`src/rtl/pc_gen.sv`:
```
// Fetch PC generator: sequential stepping, prioritised redirects with epoch
// tagging, and a one-deep pending slot that holds a redirect across stalls.
module pc_gen #(
    parameter int              XLEN       = 32,
    parameter int              NRED       = 3,
    parameter logic [XLEN-1:0] RESET_VEC  = '0,
    parameter int              INST_BYTES = 4,
    parameter int              EPOCH_W    = 2
) (
    input  logic                 clk,
    input  logic                 rst,
    input  logic [1:0]           stall,
    input  logic [NRED-1:0]      redir_valid,
    input  logic [NRED*XLEN-1:0] redir_target,
    input  logic                 fetch_ready,
    output logic [XLEN-1:0]      pc_o,
    output logic                 pc_valid,
    output logic [EPOCH_W-1:0]   epoch_o,
    output logic                 redir_pending
);

    localparam logic [XLEN-1:0] ALIGN_MASK = ~XLEN'(INST_BYTES - 1);
    localparam logic [XLEN-1:0] STEP       = XLEN'(INST_BYTES);

    logic [XLEN-1:0]    pc_q, pc_d;
    logic               valid_q, valid_d;
    logic [EPOCH_W-1:0] epoch_q, epoch_d;
    logic               pend_q, pend_d;
    logic [XLEN-1:0]    pend_tgt_q, pend_tgt_d;

    logic               sel_valid;
    logic [XLEN-1:0]    sel_target;
    logic               is_pass, is_bubble;

    assign is_pass   = (stall == 2'b00);
    assign is_bubble = (stall == 2'b10);

    // Walk from the highest index down so the lowest asserted channel wins.
    always_comb begin
        sel_valid  = 1'b0;
        sel_target = '0;
        for (int i = NRED - 1; i >= 0; i--) begin
            if (redir_valid[i]) begin
                sel_valid  = 1'b1;
                sel_target = redir_target[i*XLEN +: XLEN] & ALIGN_MASK;
            end
        end
    end

    always_comb begin
        pc_d       = pc_q;
        valid_d    = valid_q;
        epoch_d    = epoch_q;
        pend_d     = pend_q;
        pend_tgt_d = pend_tgt_q;
        if (is_pass) begin
            if (sel_valid) begin
                pc_d    = sel_target;
                valid_d = 1'b1;
                epoch_d = epoch_q + EPOCH_W'(1);
                pend_d  = 1'b0;
            end else if (pend_q) begin
                pc_d    = pend_tgt_q;
                valid_d = 1'b1;
                epoch_d = epoch_q + EPOCH_W'(1);
                pend_d  = 1'b0;
            end else if (!valid_q) begin
                // Re-issue the retained PC after a bubble.
                valid_d = 1'b1;
            end else if (fetch_ready) begin
                pc_d = pc_q + STEP;
            end
        end else begin
            if (sel_valid) begin
                pend_d     = 1'b1;
                pend_tgt_d = sel_target;
            end
            if (is_bubble) begin
                valid_d = 1'b0;
            end
        end
    end

    always_ff @(posedge clk) begin
        if (rst) begin
            pc_q       <= RESET_VEC;
            valid_q    <= 1'b1;
            epoch_q    <= '0;
            pend_q     <= 1'b0;
            pend_tgt_q <= '0;
        end else begin
            pc_q       <= pc_d;
            valid_q    <= valid_d;
            epoch_q    <= epoch_d;
            pend_q     <= pend_d;
            pend_tgt_q <= pend_tgt_d;
        end
    end

    assign pc_o          = pc_q;
    assign pc_valid      = valid_q;
    assign epoch_o       = epoch_q;
    assign redir_pending = pend_q;

endmodule
```
`config.mk`:
```
export PLATFORM = sky130hd
export DESIGN_NAME = pc_gen
export DESIGN_NICKNAME = d
export VERILOG_FILES = /design/src/rtl/pc_gen.sv
export SDC_FILE = /design/constraint.sdc
export NUM_CORES = 1
export LEC_CHECK = 0
export BUFFER_PORTS_ARGS = -buffer_cell sky130_fd_sc_hd__buf_2
export CORE_AREA = 2 2 98 81
export CTS_CLUSTER_DIAMETER = 40
export DETAILED_ROUTE_END_ITERATION = 8
export DIE_AREA = 0 0 100 83
export PLACE_DENSITY = 0.85
export SLEW_MARGIN = 10
export SYNTH_ARGS = -nofsm -noshare
export SYNTH_HDL_FRONTEND = slang
export SYNTH_SLANG_ARGS = --single-unit
```
`constraint.sdc`:
```
create_clock -name clk -period 4.7 [get_ports clk]
set_input_delay 1.175 -clock clk [delete_from_list [all_inputs] [get_ports clk]]
set_output_delay 1.175 -clock clk [all_outputs]
set_load 0.1 [all_outputs]
```
== Word level (Yosys, flattened, before mapping) ==
Cells that the tools add are included.
Storage, ports and cells
  output and inout bits: 36
  memory bits (read-only): 0
  logic and storage cells: 29
  bits in registers: 68
  latch bits: 0
  memories: 0
  input port bits: 104
  RAM bits: 0
Cells by class
  reductions and logical operators: 8
  order comparisons: 0
  mux-type cells: 12
  shift-type cells: 0
  equality and inequality tests: 1
  $mul: 0
  add/sub/neg operators: 2
  div/mod/pow operators: 0
  bitwise logic cells: 1
Operators by type and width (number)
  2-to-1 mux 32 bit: 7
  adder 32 x 3 -> 32 bit, second input constant: 1
  nonzero test 3 bit: 2
  2-to-1 mux 2 bit: 2
  AND reduction 2 bit: 2
  2-to-1 mux 1 bit: 3
  AND reduction 3 bit: 1
  adder 2 x 1 -> 2 bit, second input constant: 1
  == test 2 bit, second input constant: 1
  zero test 2 bit: 1
  nonzero test 2 bit: 1
  OR reduction 2 bit: 1
  NOT 1 bit: 1

== Longest topological paths before layout ==
Gate-level depths: netlist (run 1).
  depth in word-level cells: 5
  depth in mapped cells: 9
  depth with buffers taken out: 6

== Worst setup path after synthesis (run 1) ==
No wires, ideal clock.
  path type: input to register
  from: in redir_valid[0]
  to: reg pc_q[9], in the netlist pc_o[9]
  setup slack: 1.961 ns
  stages on the path: 8
  data required time: 4.567 ns
  setup time: 0.133 ns
  arrival time: 2.607 ns
  path buffers: 4
  path through: buf_6 > or4_4 > buf_6 > o21a_1 > buf_6 > nand2b_2 > buf_2 > o32ai_1
On the way
  cells in the longest elaborated chain, start to end: 3
  elaborated cells on any way between the ends: 6
  those cells by class: mux (3); reduce/logical (3)
Ends and longest elaborated chain
  start, declared: line 13  | input logic [NRED-1:0] redir_valid,
  2-to-1 mux 1 bit: line 43  | if (redir_valid[i]) begin
  nonzero test 3 bit (no source line)
  AND reduction 3 bit (no source line)
  end signal, assigned: line 92  | pc_q <= pc_d;
  end, declared: line 25  | logic [XLEN-1:0] pc_q, pc_d;
Several ways; a longest one is shown, not always the timed one.
A chain may end at the register's enable or synchronous reset.

== Worst setup path in the final report (run 1) ==
  from: in redir_valid[1]
  to: reg pc_q[25], in the netlist pc_o[25]
On the way
  cells in the longest elaborated chain, start to end: 4
  elaborated cells on any way between the ends: 8
  those cells by class: mux (5); reduce/logical (3)
Ends and longest elaborated chain (line)
  2-to-1 mux 1 bit (2 in series): 43
  nonzero test 3 bit (no source line)
  AND reduction 3 bit (no source line)
Several ways; a longest one is shown, not always the timed one.

==> impl_results.md, run 1 <==
- Start-to-end type of the worst setup path: in -> reg
- Worst setup path startpoint: redir_valid[1]
- Layout overhead on the synthesized area: 22.4%
- Fmax: 304 MHz
- Slew Limit Headroom: 26.0%
- Number of buffers inserted during clock tree synthesis: 9
- Most utilized layer in the global route result: met2
- Wire length of the first global-routing pass: approximately 21000 um
- Initial antenna violation count: 0
- IR Drop Worst-Case VDD: 172 uV
- Clock latency reported for the late side of the worst-skew pair: around 0.35 ns
- Post-detailed-routing wire length: approximately 13000 um
- Total track usage: 32.1%
- Number of DRC markers in iteration 0: 458
- Met3 capacity usage during global routing: 9.01%
- Final number of hold-violating endpoints: 0
- Cell depth of the worst flop-to-flop path: 6
- Via count: approximately 4700
- Share of power burned in the clock network: a little under two fifths
- Number of fillers in the final layout: between 600 and 700
- Proportion of layout cells with a drive suffix above 1: about a quarter
- Maximum clock insertion buffer count: 2
- Net count of the finished layout: between 700 and 800
- I/O pin count: 140
- FF+latch area: ~1300 um^2
- Actual transition at the worst max-transition pin: about 1.1 ns
- Die Wd: 100 um
- Fraction of synthesized cell area taken by the top area cell type: 33.0%
- Worst-path maximum fanout: 38
- Remaining global-route overflow: 0
- FFs w/ async S/R, synth: 0%
- Total area of multi-input combinational cells: 2370 um^2
- Hold Buf Count CTS: 0
- # Post-CTS Setup Buffers: 0
- Fin crit period: roughly 3.3 ns
- Combinational Power Share: 23.5%
- Total number of yosys warnings: 0
- CTS resizes: 0
- Final Skew: 0.00847 ns
- Part of the cycle the worst path needs: 70.0%
- Worst setup slack before clock tree synthesis: 1.12 ns
- Reported net switching power: between 500 and 600 uW
- Number of global-route vias before repair: between 4000 and 5000
- Number of placed instances with taps included: 722
- Instance count on the critical path: 5
- Final ANT Viol Nets: 0
- Net switching share of the total power: about a third
- H-Tree Level Count: 3
- Post-synth EDFFs: 0
- Critical-path cell with the highest stage delay: o21a_1
- Total negative slack for setup checks: 0 ns
- Synth unique cells: 55
- Leading post-synthesis cells by cell area: dfxtp_1 33%, nand2_1 10%, o21ai_0 6.6%
- Met1 capacity usage during global routing: between 40% and 50%
- DIE AREA: between 8000 and 9000 um^2
- # setup viols final: 0
- Type of the tightest min-delay check: reg -> reg
- Ordered list of cells on the worst path: buf_2 -> or4_4 -> o21a_1 -> nand2b_2 -> o21ai_0
- Routability cong.: about 0.95
- Worst Slack Setup Final: approximately 1.4 ns
- Crit Reg-Reg Startpoint: pc_o[2]
- Die Height: about 83 um
- Arrival time of the worst setup path: 3.55 ns
- GR Layer Usage met2: about half
- TritonCTS clock tree: built
- Leak: approximately 0.0019 uW
- Max cap viols: 0
- Fraction of the yosys area taken by sequential cells: between 30% and 40%
- Clk Tree Root Cell: clkbuf_8
- Critical path's top delay family: simple AND/OR/NAND/NOR gates
- Final Instance Count excl. Fillers: roughly 740
- Initial DRT Pass Iterations: 5
- Top library cells by usage in the layout, fill and taps aside: 131 x buf_2, 106 x nand2_1, 64 x dfxtp_1, 51 x o21ai_0, 46 x a21oi_1
- Setup repair after global routing missed its margin: false
- Total clock sinks: 64
- Count of mapped cells out of synthesis: about 540
- Reg2Reg Setup Slack: approximately 2.2 ns
- Post-synth top flop: dfxtp_1
- Run status: complete, no violations
- Average wire per cell in the routed design: between 15 and 20 um
- DPL Wire Length: 9670 um
- Yosys reg bits: 64
- Worst Path Required: roughly 5.0 ns
- Critical Path Start Type: input port
- Worst R2R End: pc_o[24]
- Power per standard cell area: ~320 nW/um^2
- N_diodes: 0
- Slew Viols, Final: 0
- # rows: 28
- Standard cell core area: approximately 7300 um^2
- Critical Path End Type: register
- Vias per inst: roughly 6.3
- Critical path endpoint: pc_o[25]
- Commonest non-fill, non-tap cell in the layout: buf_2
- Power, Total: between 1500 and 2000 uW
- Power Internal: approximately 1000 uW
- Post-synth design cell area: around 3900 um^2
- Starting utilization of the core area: between 50 and 60%
- Sequential cell fraction of total power: 39.7%
- CTS clk-pin slew, worst paths: about 0.070 ns
- # DRC: 0
- Cell type with the highest aggregate area in the netlist: dfxtp_1
- Largest net degree at the start of global routing: 63
- Buffers on Ports: 131
- CP max stage delay: ~0.62 ns
- Buffers & Inverters on Critical Path: 1
- Synthesized area divided by synthesized cell count: roughly 7.2 um^2
## registers in the layout, indices dropped and copies added (netlist names)
register       cells
pc_o              30
pend_tgt_q        30
epoch_o            2
pc_valid           1
redir_pending      1
## per-layer routing
| layer | wire, um | up-vias |
|---|---|---|
| met1 | 5680 | 2138 |
| met4 | 200 | 0 |
| met3 | 1570 | 21 |
| met2 | 5960 | 309 |
| li1 | - | 2185 |
| met5 | 0 | - |
## per-stage QoR
| stage | hold slack [ns] | utilization [%] | area (um^2) |
|---|---|---|---|
| floorplan | 0.432 | - | 3890 |
| global placement | 0.439 | 62.0 | 4510 |
| detailed placement | 0.444 | 62.0 | 4510 |
| CTS | 0.454 | 65.2 | 4750 |
| global route | 0.475 | 65.2 | 4750 |
| finish | 0.459 | 65.2 | 4750 |
## kinds of logic (layout without fill, tap and decap cells)
kind of cell / after synthesis / in the layout / share of synthesized area [%]
flops: 64 / 64 / 33.0
mux: 2 / 2 / 0.515
xor+xnor: 2 / 2 / 0.451
fa+ha+maj: 1 / 1 / 0.322
other cells: 1 / 2 / 0.0966
buf+inv: 52 / 163 / 6.35
simple gates: 225 / 225 / 28.3
compound gates: 189 / 189 / 31.0
## power groups by stage
stage / logic (uW) / registers [uW] / clock network (uW)
floorplan: 150 / 725 / 0
global placement: 347 / 620 / 0
detailed placement: 356 / 622 / 0
CTS: 356 / 610 / 567
global route: 387 / 615 / 586
finish: 362 / 612 / 569
## cell usage after synthesis, types with 3 or more instances
cell,count
and3_1,4
o32ai_1,3
a21oi_1,46
a221oi_1,13
nor4_1,7
a22oi_1,26
nor3_1,17
o2bb2ai_1,4
nor2_1,33
o22ai_1,11
buf_2,11
a31oi_1,8
nor2b_1,6
nand2_1,106
and4_1,7
nand4_1,10
o31ai_1,5
clkbuf_1,27
a211oi_1,7
buf_6,4
a2111oi_0,3
o21a_1,3
inv_1,7
and2_1,4
nand3_1,12
dfxtp_1,64
o21ai_0,51
nand3b_1,3
## final cells by class
type,instances,area share [%]
Inverter,7,0.553
Multi-Input combinational cell,421,49.9
Timing Repair Buffer,140,15.2
Sequential cell,64,26.9
Tap cell,90,2.37
Clock buffer,12,3.47
Clock inverter,4,1.58
## worst min-delay path, cell delays in order (launching register included)
cell	delay, ns
dfxtp_1	0.31
nand2_1	0.05
a21oi_1	0.05
## how the worst min path moves through the flow
stage	from	to	slack, ns	cells after the start
2_1_floorplan	pend_tgt_q[24]	pend_tgt_q[24]	0.43	2
3_3_place_gp	pend_tgt_q[24]	pend_tgt_q[24]	0.44	2
3_5_place_dp	pend_tgt_q[22]	pend_tgt_q[22]	0.44	2
4_1_cts	pend_tgt_q[22]	pend_tgt_q[22]	0.45	2
5_1_grt	pend_tgt_q[22]	pend_tgt_q[22]	0.47	2
6_report	pend_tgt_q[19]	pend_tgt_q[19]	0.46	2
Note: power is estimated with default switching activity, not from simulation.
==> run 2: changes to the inputs <==
Settings changed: CORE_AREA 2 2 98 81 to 2 2 107 89, DIE_AREA 0 0 100 83 to 0 0 109 91, PLACE_DENSITY 0.85 to 0.75.
Clock period 4.7 ns to 2.65 ns, I/O delays scaled along.
==> run 2 against run 1 <==
Net effect: count of clock-buffer cells in the layout fell by 1; non-clock buffer count is 14 higher; final cell count rose by 5.3%; core utilization fell by 9.5 points; critical path depth up 1; clock power increased by 73%; critical endpoint is now pc_o[20]; largest cell class unchanged; total power increased by 77%; routed wire length rose by 1.8%.
==> impl_results.md, run 2 (same netlist as run 1, synthesis figures left out) <==
- Clock latency reported for the late side of the worst-skew pair: 0.35 ns (about the same)
- Initial antenna violation count: 0 (unchanged)
- Final ANT Viol Nets: 0 (unchanged)
- Critical Path Start Type: register (was input port)
- # setup viols final: 0 (unchanged)
- Routability cong.: 0.992 (was 0.948)
- Largest net degree at the start of global routing: 57 (was 63)
- CTS resizes: 0 (unchanged)
- Net switching share of the total power: 34.1% (was 33.9%)
- Remaining global-route overflow: 0 (unchanged)
- N_diodes: 0 (unchanged)
- DPL Wire Length: 10100 um (was 9670 um)
- Max cap viols: 0 (unchanged)
- Start-to-end type of the worst setup path: reg -> reg (was in -> reg)
- Critical path's top delay family: simple AND/OR/NAND/NOR gates (unchanged)
- Run status: complete, no violations (unchanged)
- Actual transition at the worst max-transition pin: 0.726 ns (was 1.10 ns)
- Die Height: 91 um (was 83 um)
- Arrival time of the worst setup path: 2.50 ns (was 3.55 ns)
- Setup repair after global routing missed its margin: false (unchanged)
- Initial DRT Pass Iterations: 4 (was 5)
- H-Tree Level Count: 3 (unchanged)
- Combinational Power Share: 24.0% (was 23.5%)
- Hold Buf Count CTS: 0 (unchanged)
- Part of the cycle the worst path needs: between 80% and 90%
- DIE AREA: 9920 um^2 (was 8300 um^2)
- Cell depth of the worst flop-to-flop path: 6 (unchanged)
- Number of DRC markers in iteration 0: 392 (was 458)
- Number of global-route vias before repair: 4191 (was 4245)
- Worst-path maximum fanout: 8 (was 38)
- Starting utilization of the core area: 44.1% (was 53.3%)
- Post-detailed-routing wire length: 13600 um (was 13400 um)
- Via count: 4634 (was 4653)
- Worst setup slack before clock tree synthesis: 0.125 ns (was 1.12 ns)
- Slew Limit Headroom: 50.3% (was 26.0%)
- Top library cells by usage in the layout, fill and taps aside: 131 x buf_2, 106 x nand2_1, 63 x dfxtp_1, 51 x o21ai_0, 46 x a21oi_1 (was 131 x buf_2, 106 x nand2_1, 64 x dfxtp_1, 51 x o21ai_0, 46 x a21oi_1)
- Power per standard cell area: 555 nW/um^2 (was 324 nW/um^2)
- Number of buffers inserted during clock tree synthesis: 9 (unchanged)
- Worst Path Required: 2.92 ns (was 4.96 ns)
- # Post-CTS Setup Buffers: 0 (unchanged)
- Total track usage: 27.6% (was 32.1%)
- Number of fillers in the final layout: 850 (was 659)
- Power Internal: 1800 uW (was 1020 uW)
- Leak: 0.00201 uW (was 0.00193 uW)
- Clk Tree Root Cell: clkbuf_8 (unchanged)
- Critical-path cell with the highest stage delay: nor4_1 (was o21a_1)
- TritonCTS clock tree: built (unchanged)
- Final number of hold-violating endpoints: 0 (unchanged)
- Slew Viols, Final: 0 (unchanged)
- Buffers on Ports: 131 (unchanged)
- # DRC: 0 (unchanged)
- Critical Path End Type: register (unchanged)
- Reported net switching power: 929 uW (was 522 uW)
- Buffers & Inverters on Critical Path: 0 (was 1)
- IR Drop Worst-Case VDD: 222 uV (was 172 uV)
- Final Skew: 0.0110 ns (was 0.00847 ns)
- Die Wd: 109 um (was 100 um)
- Total area of multi-input combinational cells: 2370 um^2 (unchanged)
- I/O pin count: 140 (unchanged)
- Commonest non-fill, non-tap cell in the layout: buf_2 (unchanged)
- Total negative slack for setup checks: 0 ns (unchanged)
- Sequential cell fraction of total power: 39.8% (was 39.7%)
- Worst Slack Setup Final: 0.422 ns (was 1.41 ns)
- Type of the tightest min-delay check: reg -> reg (unchanged)
- Average wire per cell in the routed design: 17.6 um (was 18.2 um)
- Standard cell core area: 8800 um^2 (was 7290 um^2)
- Total clock sinks: 64 (unchanged)
- Fmax: around 450 MHz
- Share of power burned in the clock network: 36.2% (was 36.9%)
- # rows: 31 (was 28)
- Net count of the finished layout: 762 (was 748)
- FF+latch area: 1280 um^2 (about the same)
- CTS clk-pin slew, worst paths: 0.08 ns (was 0.07 ns)
- Fin crit period: around 2.2 ns
- CP max stage delay: 0.53 ns (was 0.62 ns)
- Vias per inst: 5.96 (was 6.30)
- Proportion of layout cells with a drive suffix above 1: 27.9% (was 26.2%)
- Layout overhead on the synthesized area: 26.4% (was 22.4%)
- Ordered list of cells on the worst path: ha_1 -> and3_1 -> nand4_1 -> nor4_1 -> a211oi_1 -> o21ai_0 (was buf_2 -> or4_4 -> o21a_1 -> nand2b_2 -> o21ai_0)
- Wire length of the first global-routing pass: 21600 um (was 21300 um)
- Maximum clock insertion buffer count: 2 (unchanged)
- Number of stages on the worst hold path: 2 (unchanged)
- Instance count on the critical path: 6 (was 5)
run 2: cell types whose count changed in the layout (fill, tap and decap cells not counted), sizes merged:
cell      previous run  this run
clkinv               0         3
clkinvlp             2         0
clkbuf              12        11
buf                140       154
run 2: final cells by class:
| type | instances | share of cell area (%) |
|---|---|---|
| Clock buffer | 11 | 3.09 |
| Clock inverter | 5 | 1.61 |
| Inverter | 7 | 0.535 |
| Multi-Input combinational cell | 421 | 48.3 |
| Sequential cell | 64 | 26.1 |
| Tap cell | 115 | 2.93 |
| Timing Repair Buffer | 154 | 17.4 |
run 2: power groups by stage:
stage | Clock [uW] | Combinational [uW] | Sequential (uW)
CTS | 988 | 648 | 1080
floorplan | 0 | 266 | 1290
global placement | 0 | 635 | 1100
global route | 1030 | 703 | 1090
finish | 987 | 653 | 1080
detailed placement | 0 | 646 | 1100
run 2: final timing paths:
kind	startpoint	slack, ns	to
min reg2reg	pend_tgt_q[24]	0.46	pend_tgt_q[24]
min	pend_tgt_q[24]	0.46	pend_tgt_q[24]
max	pc_o[2]	0.42	pc_o[20]
max reg2reg	pc_o[2]	0.42	pc_o[20]
run 2: per-stage QoR:
step | hold WS, ns | area [um^2] | instances | utilization [%] | total power, uW
floorplan | 0.432 | 3890 | 537 | - | 1550
global placement | 0.439 | 4680 | 761 | 53.1 | 1740
detailed placement | 0.442 | 4680 | 761 | 53.1 | 1750
CTS | 0.453 | 4910 | 777 | 55.7 | 2720
global route | 0.478 | 4910 | 777 | 55.7 | 2830
finish | 0.455 | 4910 | 777 | 55.7 | 2720
run 2: worst reg2reg max path, delay by kind of cell (launching register included):
family                     cells  cell delay [ns]
DFF                            1             0.47
adders and majority gates      1             0.26
and+or+nand+nor                3             1.08
AOI/OAI and AO/OA              2             0.34
run 2: layer usage:
metal	part of all wire, %	global-route usage (%)
met5	0	0
met4	1.4	8.12
met3	8.0	4.52
met2	43	39.2
met1	48	42.2
